**config.mk**
```make
export PLATFORM = sky130hd
export DESIGN_NAME = man_norm_round
export DESIGN_NICKNAME = d
export VERILOG_FILES = /design/src/rtl/man_norm_round.sv
export SDC_FILE = /design/constraint.sdc
export NUM_CORES = 1
export LEC_CHECK = 0
export CORE_MARGIN = 2
export CORE_UTILIZATION = 36
export DETAILED_ROUTE_END_ITERATION = 8
export SLEW_MARGIN = 20
export SYNTH_ARGS = -nofsm -noshare
export SYNTH_HDL_FRONTEND = slang
export SYNTH_SLANG_ARGS = --single-unit
```
**constraint.sdc**
```tcl
create_clock -name i_clk -period 3.88 [get_ports i_clk]
set_clock_uncertainty 0.2 [all_clocks]
set_input_delay 0.97 -clock i_clk [delete_from_list [all_inputs] [get_ports i_clk]]
set_output_delay 0.97 -clock i_clk [all_outputs]
set_load 0.005 [all_outputs]
```
**src/rtl/man_norm_round.sv**
```systemverilog
// Normalise and round a floating-point mantissa-ALU result into packed sign/exponent/fraction fields.
// Sequential: one left shift per NORM cycle, then a single round-to-nearest-even step.
module man_norm_round #(
  parameter int SIZE_MAN = 28,
  parameter int SIZE_EXP = 8
) (
  input  logic                i_clk,
  input  logic                i_rst,
  input  logic                i_valid,
  output logic                o_ready,
  input  logic                i_sign,
  input  logic [SIZE_EXP-1:0] i_exp,
  input  logic [SIZE_MAN-1:0] i_man_alu,
  input  logic                i_overflow,
  output logic                o_valid,
  input  logic                i_ready,
  output logic                o_sign,
  output logic [SIZE_EXP-1:0] o_exp,
  output logic [22:0]         o_man,
  output logic                o_zero,
  output logic                o_underflow,
  output logic                o_exp_ovf,
  output logic [1:0]          o_state
);

  // Handshake: an input transfers on a rising edge where i_valid && o_ready;
  // a result transfers on a rising edge where o_valid && i_ready. o_valid holds
  // with stable data until accepted, and the block is busy in between.

  localparam int VW = SIZE_MAN + 1;   // value width including the carry-out bit
  localparam int HB = SIZE_MAN - 2;   // hidden-bit position
  localparam int FW = HB - 3;         // fraction width
  localparam int EW = SIZE_EXP + 2;   // internal exponent width

  localparam logic [EW-1:0] E_ONE = EW'(1);
  localparam logic [EW-1:0] E_TWO = EW'(2);
  localparam logic [EW-1:0] E_MAX = {2'b00, {SIZE_EXP{1'b1}}};

  typedef enum logic [1:0] {
    IDLE  = 2'd0,
    NORM  = 2'd1,
    ROUND = 2'd2,
    DONE  = 2'd3
  } state_t;

  state_t state, state_nxt;

  logic [VW-1:0] v_q;
  logic [EW-1:0] e_q;
  logic          sign_q;
  logic          zero_q;
  logic          denorm_q;

  // Capture-time pre-normalisation of carry/headroom bits
  logic [VW-1:0] v_in;
  logic [VW-1:0] v_cap;
  logic [EW-1:0] e_cap;

  always_comb begin
    v_in  = {i_overflow, i_man_alu};
    v_cap = v_in;
    e_cap = {2'b00, i_exp};
    if (v_in[VW-1]) begin
      v_cap    = {2'b00, v_in[VW-1:2]};
      v_cap[0] = v_in[2] | v_in[1] | v_in[0];
      e_cap    = {2'b00, i_exp} + E_TWO;
    end else if (v_in[VW-2]) begin
      v_cap    = {1'b0, v_in[VW-1:1]};
      v_cap[0] = v_in[1] | v_in[0];
      e_cap    = {2'b00, i_exp} + E_ONE;
    end
  end

  // Normalisation decisions
  logic v_is_zero;
  logic hidden_set;
  logic e_low;
  logic norm_done;

  always_comb begin
    v_is_zero  = (v_q == '0);
    hidden_set = v_q[HB];
    e_low      = (e_q <= E_ONE);
    norm_done  = v_is_zero | hidden_set | e_low;
  end

  // Round to nearest even on G/R/S below the fraction LSB
  logic [FW-1:0] frac;
  logic          rnd_inc;
  logic [FW:0]   frac_sum;
  logic          rnd_carry;
  logic [FW-1:0] frac_r;
  logic [EW-1:0] e_r;
  logic          den_r;
  logic          e_ovf;

  always_comb begin
    frac      = v_q[HB-1:3];
    rnd_inc   = v_q[2] & (v_q[1] | v_q[0] | v_q[3]);
    frac_sum  = {1'b0, frac} + {{FW{1'b0}}, rnd_inc};
    rnd_carry = frac_sum[FW];
    frac_r    = rnd_carry ? '0 : frac_sum[FW-1:0];
    // A carry out of a denormal fraction promotes it to the smallest normal.
    if (rnd_carry) e_r = denorm_q ? E_ONE : e_q + E_ONE;
    else           e_r = e_q;
    den_r = denorm_q & ~rnd_carry;
    e_ovf = (e_r >= E_MAX);
  end

  // Packed result selection; zero wins over every other condition
  logic [SIZE_EXP-1:0] res_exp;
  logic [FW-1:0]       res_man;
  logic                res_uf;
  logic                res_ovf;

  always_comb begin
    res_exp = e_r[SIZE_EXP-1:0];
    res_man = frac_r;
    res_uf  = 1'b0;
    res_ovf = 1'b0;
    if (zero_q) begin
      res_exp = '0;
      res_man = '0;
    end else if (e_ovf) begin
      res_exp = '1;
      res_man = '0;
      res_ovf = 1'b1;
    end else if (den_r) begin
      res_exp = '0;
      res_uf  = 1'b1;
    end
  end

  // FSM: state register
  always_ff @(posedge i_clk) begin
    if (i_rst) state <= IDLE;
    else       state <= state_nxt;
  end

  // FSM: next state
  always_comb begin
    state_nxt = state;
    case (state)
      IDLE:    if (i_valid) state_nxt = NORM;
      NORM:    if (norm_done) state_nxt = ROUND;
      ROUND:   state_nxt = DONE;
      DONE:    if (i_ready) state_nxt = IDLE;
      default: state_nxt = IDLE;
    endcase
  end

  // FSM: outputs
  always_comb begin
    o_ready = (state == IDLE);
    o_valid = (state == DONE);
    o_state = state;
  end

  // Datapath and result registers
  always_ff @(posedge i_clk) begin
    if (i_rst) begin
      v_q         <= '0;
      e_q         <= '0;
      sign_q      <= 1'b0;
      zero_q      <= 1'b0;
      denorm_q    <= 1'b0;
      o_sign      <= 1'b0;
      o_exp       <= '0;
      o_man       <= '0;
      o_zero      <= 1'b0;
      o_underflow <= 1'b0;
      o_exp_ovf   <= 1'b0;
    end else begin
      case (state)
        IDLE: begin
          if (i_valid) begin
            v_q      <= v_cap;
            e_q      <= e_cap;
            sign_q   <= i_sign;
            zero_q   <= 1'b0;
            denorm_q <= 1'b0;
          end
        end
        NORM: begin
          if (v_is_zero) begin
            zero_q <= 1'b1;
          end else if (!hidden_set) begin
            if (e_low) begin
              denorm_q <= 1'b1;
            end else begin
              v_q <= {v_q[VW-2:0], 1'b0};
              e_q <= e_q - E_ONE;
            end
          end
        end
        ROUND: begin
          o_sign      <= sign_q;
          o_exp       <= res_exp;
          o_man       <= res_man;
          o_zero      <= zero_q;
          o_underflow <= res_uf;
          o_exp_ovf   <= res_ovf;
        end
        default: ;
      endcase
    end
  end

endmodule

```
==> flow_summary.ini <==
[timing]
finalSetupViolCount = 0
final_max_slew_viol_count = 0
grt_setup_unrepaired = no
worstMarginPinSlew_ns = 0.623
fmax_mhz = 338
finalHoldViolCount = 0
slew_headroom_pct = 58.5
fin_crit_sh_pct = 76.4
min_period_ns = 2.96
final.setup.tns_ns = 0
hold_slack_ns = 0.255

[worst_setup_path]
path_class = reg2reg
critical_path.top_delay_family = simple AND/OR/NAND/NOR gates
cp.arrival_ns = 3.04
critPathBufInv = 0
required_ns = 3.96
path_cells = and4_1 > nand4_4 > or2_0 > o311ai_1 > a31o_4 > o221a_2
critPathMaxFanout = 33
cpMaxStageDelayCell = dfxtp_1
critical-path-max-stage-delay_ns = 0.53
cp-start-kind = register
cp-end-kind = register

[layout]
n_antenna_cell = 0
final_util_pct = 44.4
drive_gt1_share_pct = 7.88
final_common_cell = clkdlybuf4s50_1
final_cell_mix = clkdlybuf4s50_1, nand2_1, dfxtp_1
synthToLayoutAreaGrowth_pct = 20.8
fin_nets = 734

[synthesis]
synth.area.top_cells = dfxtp_1, nand2_1, mux2i_1
syn_nets = 690
yosysWarnings = 0
synth_compound_area_share_pct = 22.4
yosys.area_share.simple_pct = 24.8
synth_edf_count = 0
synth_top_area_share_pct = 30.7
synthArstFlopShare_pct = 0
synth_top_family_by_area = simple AND/OR/NAND/NOR gates
yosys.area.top_type = dfxtp_1
synth_xor_xnor_area_share_pct = 6.20
yosysSeqAreaShare_pct = 30.7
ys_ff_latch = 78
yosys.area_share.adder_pct = 2.46
synthMuxAreaShare_pct = 5.51
syn_area_mm2 = 0.00509
syn_inst = 638
syn_avg_cell_area_um2 = 7.97
synth_flop_cell = dfxtp_1
yosysUniqueCellTypes = 69

[clocking]
cts_hold_buf = 0
post_cts_buffers = 0
numCtsBuffers = 9
cts.repair.resized = 0
cts-root-buf = clkbuf_16
clock-sinks = 78
path_clk_slew_ns = 0.06
cts_tree = done
clock_path_buffers = 2
clock_latency_ns = 0.34
htree_levels = 3

[run_status]
status = complete, no violations

[floorplanning]
die_h_um = 123
pin_count = 81
coreArea_mm2 = 0.0138
start_util_pct = 36.8
rows = 43
die_w_um = 123
dieArea_mm2 = 0.0151

[global_route]
grt_util_all_layers_pct = 18.5
grt_pass1_vias = 4403
grt_pass1_wl_um = 22300
antenna_found_initial = 0
grt_overflow = 0
grt_start_max_net_pins = 54

[drt]
vias_per_cell = 5.47
drt_iter0_drc = 433
post-route-drc-count = 0
first_pass_iters = 5
post_drt_wl_per_cell_um = 15.6
vias = 4733
ant_nets = 0
finalWirelength_um = 13500

[power]
power_density_mw_per_mm2 = 663
leakage_nw = 2.23
peakVddDrop_mv = 0.268

[placed_design]
port_buffers = 80
hpwl_um = 10000
gp_congestion = 0.825

[min_path]
hp-class = reg2reg

[job]
maxCapViolCount = 0
path summary, 6_finish.rpt:
path         depth (start not counted)  slack, ns                     end                   start
min                                  2       0.26  o_man[10]$_SDFFE_PP0P_  o_man[10]$_SDFFE_PP0P_
max reg2reg                          6       0.92   o_exp[5]$_SDFFE_PP0P_     v_q[5]$_SDFFE_PP0P_
min reg2reg                          2       0.26  o_man[10]$_SDFFE_PP0P_  o_man[10]$_SDFFE_PP0P_
max                                  6       0.92   o_exp[5]$_SDFFE_PP0P_     v_q[5]$_SDFFE_PP0P_
state kept, by name (all words and copies together), names as in the netlist, 2 cells and up:
register,flops
v_q,28
o_man,23
o_state,2
o_exp,8
e_q,10
report_power, final:
part / internal [mW] / switching [mW]
clock: 0.527 / 0.313
combinational: 0.783 / 1.12
sequential: 0.991 / 0.342
total: 2.30 / 1.77
cell type report:
type                       instances  area [µm²]
fill                            1358        7680
multi-input combinational        487        3120
sequential                        78        1560
timing repair buffer              90         888
clock buffer                      13         260
tap                              180         225
inverter                          16        60.1
clock inverter                     1        30.0
worst min-delay path: cells and delay by family, from the launching register on:
| family | cells | cell delay [ns] |
|---|---|---|
| AO/OA/AOI/OAI | 1 | 0.05 |
| AND/OR/NAND/NOR | 1 | 0.05 |
| flip-flops | 1 | 0.32 |
through the flow:
step | cell area (µm²) | instances | power [mW] | setup slack, ns
floorplan | 5090 | 638 | 2.74 | 1.18
CTS | 6140 | 865 | 4.09 | 0.820
global placement | 5850 | 851 | 3.17 | 0.632
detailed placement | 5850 | 851 | 3.24 | 0.598
global route | 6150 | 865 | 4.41 | 0.699
finish | 6150 | 865 | 4.07 | 0.918
layer usage:
metal	up-vias	GRT usage, %	wire, µm	part of all wire (%)
li1	2408	-	-	-
met1	2209	26.4	6700	50
met2	100	28.5	6020	44
met3	16	3.07	619	4.6
met4	0	5.46	195	1.4
met5	-	0	0	0
Yosys cell counts, drive strengths merged (15+ instances only):
cell,n
o21ai,45
nand2,79
dfxtp,78
a221oi,24
nand4,15
inv,16
mux2i,28
o31ai,23
buf,24
nor2,53
clkbuf,33
nand3,20
xor2,27
nor3,37
a21oi,27
logic make-up after synthesis:
| kind of cell | Yosys count |
|---|---|
| buffers and inverters | 73 |
| multiplexers | 28 |
| AND/OR/NAND/NOR | 253 |
| XOR/XNOR | 36 |
| adder cells (fa/ha/maj) | 10 |
| flip-flops | 78 |
| AO/OA/AOI/OAI | 160 |
(Power assumes the default switching activity.)
